--- config.mk ---
export PLATFORM = sky130hd
export DESIGN_NAME = vend_controller
export DESIGN_NICKNAME = d
export VERILOG_FILES = /design/src/rtl/vend_controller.sv
export SDC_FILE = /design/constraint.sdc
export NUM_CORES = 1
export LEC_CHECK = 0
export CORE_MARGIN = 2
export CORE_UTILIZATION = 40
export DETAILED_ROUTE_END_ITERATION = 8
export GPL_ROUTABILITY_DRIVEN = 0
export PLACE_DENSITY_LB_ADDON = 0.3
export SLEW_MARGIN = 20
export SYNTH_ARGS = -nofsm -noshare
export SYNTH_HDL_FRONTEND = slang
export SYNTH_SLANG_ARGS = --single-unit
--- constraint.sdc ---
create_clock -name clk -period 4.3 [get_ports clk]
set_input_delay 0.43 -clock clk [delete_from_list [all_inputs] [get_ports clk]]
set_output_delay 0.43 -clock clk [all_outputs]
set_load 0.02 [all_outputs]
--- src/rtl/vend_controller.sv ---
// Vending transaction controller: coin credit, purchase check, dispense timing, change payout.
// Optional VEND_AUTO_CHANGE_EN: return leftover credit automatically after a dispense.
module vend_controller #(
    parameter int PRICE_0         = 25,
    parameter int PRICE_1         = 50,
    parameter int PRICE_2         = 75,
    parameter int PRICE_3         = 100,
    parameter int MAX_CREDIT      = 200,
    parameter int CHANGE_UNIT     = 5,
    parameter int DISPENSE_CYCLES = 4
) (
    input  logic       clk,
    input  logic       rst,
    input  logic       coin_valid,
    input  logic [7:0] coin_value,
    input  logic [1:0] item_select,
    input  logic       vend_req,
    input  logic       cancel,
    input  logic [3:0] stock_available,
    input  logic       change_ready,
    output logic       vend_pulse,
    output logic [1:0] vend_item,
    output logic       motor_on,
    output logic       change_valid,
    output logic       coin_reject,
    output logic [7:0] credit,
    output logic [1:0] error_code,
    output logic       busy
);

    typedef enum logic [1:0] {IDLE, CHECK, DISPENSE, CHANGE} state_t;

    state_t      state;
    logic [1:0]  sel;
    logic [15:0] cnt;
    logic [8:0]  coin_sum;
    logic        coin_ok;
    logic [7:0]  credit_in;
    logic [7:0]  credit_less_unit;
    logic [7:0]  price;

    always_comb begin
        coin_sum         = {1'b0, credit} + {1'b0, coin_value};
        coin_ok          = coin_valid && (coin_sum <= 9'(MAX_CREDIT));
        credit_in        = coin_ok ? coin_sum[7:0] : credit;
        credit_less_unit = credit - 8'(CHANGE_UNIT);
        case (sel)
            2'd0:    price = 8'(PRICE_0);
            2'd1:    price = 8'(PRICE_1);
            2'd2:    price = 8'(PRICE_2);
            default: price = 8'(PRICE_3);
        endcase
    end

    always_ff @(posedge clk or posedge rst) begin
        if (rst) begin
            state        <= IDLE;
            sel          <= '0;
            cnt          <= '0;
            credit       <= '0;
            error_code   <= '0;
            vend_pulse   <= 1'b0;
            vend_item    <= '0;
            motor_on     <= 1'b0;
            change_valid <= 1'b0;
            coin_reject  <= 1'b0;
            busy         <= 1'b0;
        end else begin
            vend_pulse  <= 1'b0;
            coin_reject <= coin_valid;
            case (state)
                IDLE: begin
                    coin_reject <= coin_valid && !coin_ok;
                    if (coin_ok) begin
                        credit     <= coin_sum[7:0];
                        error_code <= 2'd0;
                    end
                    // A same-cycle coin is folded into credit_in before the refund decision.
                    if (cancel) begin
                        state        <= CHANGE;
                        busy         <= 1'b1;
                        change_valid <= (credit_in >= 8'(CHANGE_UNIT));
                    end else if (vend_req) begin
                        sel   <= item_select;
                        state <= CHECK;
                        busy  <= 1'b1;
                    end
                end
                CHECK: begin
                    if (!stock_available[sel]) begin
                        error_code <= 2'd1;
                        state      <= IDLE;
                        busy       <= 1'b0;
                    end else if (credit < price) begin
                        error_code <= 2'd2;
                        state      <= IDLE;
                        busy       <= 1'b0;
                    end else begin
                        credit     <= credit - price;
                        vend_pulse <= 1'b1;
                        vend_item  <= sel;
                        motor_on   <= 1'b1;
                        cnt        <= 16'(DISPENSE_CYCLES - 1);
                        error_code <= 2'd0;
                        state      <= DISPENSE;
                    end
                end
                DISPENSE: begin
                    if (cnt == '0) begin
                        motor_on <= 1'b0;
`ifdef VEND_AUTO_CHANGE_EN
                        if (credit >= 8'(CHANGE_UNIT)) begin
                            state        <= CHANGE;
                            change_valid <= 1'b1;
                        end else begin
                            state <= IDLE;
                            busy  <= 1'b0;
                        end
`else
                        state <= IDLE;
                        busy  <= 1'b0;
`endif
                    end else begin
                        cnt <= cnt - 16'd1;
                    end
                end
                CHANGE: begin
                    if (change_valid) begin
                        if (change_ready) begin
                            credit <= credit_less_unit;
                            if (credit_less_unit < 8'(CHANGE_UNIT)) begin
                                change_valid <= 1'b0;
                                state        <= IDLE;
                                busy         <= 1'b0;
                            end
                        end
                    end else begin
                        state <= IDLE;
                        busy  <= 1'b0;
                    end
                end
                default: begin
                    state <= IDLE;
                    busy  <= 1'b0;
                end
            endcase
        end
    end

endmodule
==> qor.yml <==
floorplanning:
  top_level_ports: 37
  core.rowCount: 31
  chipHeight_um: 90.27
  coreArea_sq_um: 7214
  die_w_um: 90.27
  start_util: 0.4126
  die-area_sq_um: 8148
route:
  drt-initial-drc-count: 138
  antenna_left: 0
  wl_um: 6954
  drc: 0
  wire_per_inst_um: 14.86
  drtPass1Iterations: 4
  drt-vias-per-instance: 5.562
  num_vias: 2603
sta:
  fmax_ghz: 0.2923
  min_period_ns: 3.421
  timing.final.crit_share: 0.7957
  setup_viol: 0
  setup_tns_ns: 0
  skew_ns: 0.01085
  final_max_slew_viol_count: 0
  slew-limit-headroom: 0.4248
  rsz0062_at_grt: "false"
  hold_violations: 0
  holdWs_ns: 0.4953
  tightest_slew_ns: 0.8507
worst_setup_path:
  crit_arrival_ns: 3.58
  worst_setup_path_start_kind: "flop"
  cp_max_fo: 22
  end_kind: "flop"
  cp.required_ns: 4.46
  ff2ff_path_depth: 11
  crit_type: "flop to flop"
global_route:
  track_usage: 0.1735
  grt_max_degree: 38
  grt_remaining_overflow: 0
  antenna_found_initial: 0
  grt_pass1_wl_um: 11620
  first_global_vias: 2524
synth:
  synth_area_leader_cell: "dfrtp_1"
  synth-seq-area-share: 0.3111
  synth_cell_type_count: 73
  synthTopCellsByCount: "nor2_1, dfrtp_1, o21ai_0, ha_1, inv_1"
  synth_flop_cell: "dfrtp_1"
  syn-cell-area_sq_um: 2977
  synth_edf_count: 0
  synth_most_common_cell: "nor2_1"
  async_reset_ff_frac: 1.000
  synthTopCellsByArea: "dfrtp_1, ha_1, nor2_1, xnor2_1, o21ai_0"
  synth_nets: 378
  syn_area_per_cell_sq_um: 8.912
  syn_inst: 334
  ys_ff_latch: 37
  synthDominantCellAreaShare: 0.3111
  ys.warnings.count: 0
power_and_ir_drop:
  power_frac_comb: 0.652
  power.switching_w: 0.001470
  clockPowerShare: 0.107
  seqPwrFrac: 0.242
  leakage_nw: 1.512
  p_int_w: 0.001553
  p_sw_frac: 0.4863
  power_density_nw_per_um2: 854.3
  ir_drop_mv: 0.4313
outcome:
  outcome: "finished clean"
run:
  maxCapViolCount: 0
layout:
  layout.nets: 412
  drive_above_1_share: 0.08943
  area_growth_syn_to_layout_pct: 18.87
  fin_cells: 468
  n_antenna_cell: 0
placement:
  dp_hpwl_um: 5180
  portBuffers: 36
  dp.cells: 460
worst_hold_path:
  hold-path-cell-count: 1
  hold_path.class: "flop to flop"
clock_tree:
  cts_sinks: 37
  holdBufCountCts: 0
  cts_buffers: 5
  cts_setup_buffers: 0
  clk_latency_ns: 0.30
  clockBufferDepth: 2
  cts_root_buf: "clkbuf_8"
  clk_pin_slew_ns: 0.08
  htree_levels: 2
  cts_tree: "built"
  cts_resized: 0
==> cell usage in the layout (no fill, tap or decap), types with 7 or more instances in the layout <==
master           Yosys  layout
a21oi_1             13      13
clkdlybuf4s50_1      0      36
dfrtp_1             37      37
ha_1                22      22
inv_1               21      21
nand2_1             19      19
nand3_1              7       7
nor2_1              39      39
nor4_1              13      13
o21ai_0             23      23
xnor2_1             15      15
xor2_1              12      12
==> state kept, by name, indices dropped and copies added (netlist names) <==
register	flops
vend_pulse	1
motor_on	1
credit	8
state	2
busy	1
change_valid	1
coin_reject	1
vend_item	2
error_code	2
cnt	16
sel	2
==> area by class of cell <==
type                    instances  area, sq um
flip-flops and latches         37        925.9
well taps                      99        123.9
repair buffers                 38        375.4
multi-input cells             265         1914
clock buffers                   6        82.58
clock inverters                 2        37.54
fillers                       704         3676
inverters                      21        78.83
==> power groups by stage <==
stage               sequential, W  combinational, W  clock [W]
finish                   0.000731           0.00197   0.000323
global route             0.000761           0.00221   0.000340
CTS                      0.000732           0.00197   0.000326
detailed placement       0.000734           0.00195          0
global placement         0.000738           0.00193          0
floorplan                0.000739           0.00146          0
==> metal layers <==
metal,track usage,vias to the layer above,share of wire
li1,-,1298,-
met1,0.2370,1252,0.49
met2,0.2788,49,0.47
met3,0.03339,4,0.040
met4,0.05385,0,0.0047
met5,0,-,0
==> stage by stage <==
step / setup WS [ns] / power, W / util / area [sq um]
after detailed placement: 0.7719 / 0.002687 / 0.4738 / 3418
after CTS: 0.8363 / 0.003029 / 0.4905 / 3538
after global routing: 0.5625 / 0.003311 / 0.4905 / 3538
after floorplan: 1.415 / 0.002201 / - / 2977
final: 0.8785 / 0.003023 / 0.4905 / 3538
after global placement: 0.7727 / 0.002672 / 0.4738 / 3418
==> worst max-delay path, stage by stage (launching register included) <==
cell and delay (ns):
dfrtp_1 0.46, inv_1 0.16, ha_1 0.31, inv_1 0.10, fa_1 0.24, a211oi_1 0.13
o211ai_1 0.25, and3b_1 0.73, o21ai_2 0.21, or3b_2 0.51, xor2_1 0.13, nor2_1 0.05
==> kinds of logic (layout without fill, tap and decap cells) <==
kind of cell | count (synthesis) | count (layout) | share of synthesized area
and+or+nand+nor | 125 | 125 | 0.2278
buffers and inverters | 32 | 67 | 0.04582
xor gates and xnor gates | 27 | 27 | 0.07945
AOI/OAI and AO/OA | 83 | 83 | 0.2043
adders and majority gates | 24 | 24 | 0.1059
DFF | 37 | 37 | 0.3111
muxes | 6 | 6 | 0.02564
==> path summary, 6_finish.rpt <==
| path | from | end | slack [ns] |
|---|---|---|---|
| worst max-delay path | sel[0] | cnt[15] | 0.88 |
| worst min-delay path | motor_on | motor_on | 0.50 |
| worst max register to register | sel[0] | cnt[15] | 0.88 |
| worst min register to register | motor_on | motor_on | 0.50 |
| max in group asynchronous | rst | vend_item[1] | 3.42 |
| min in group asynchronous | rst | credit[5] | 0.54 |
Power figures use the tool's default switching activity.
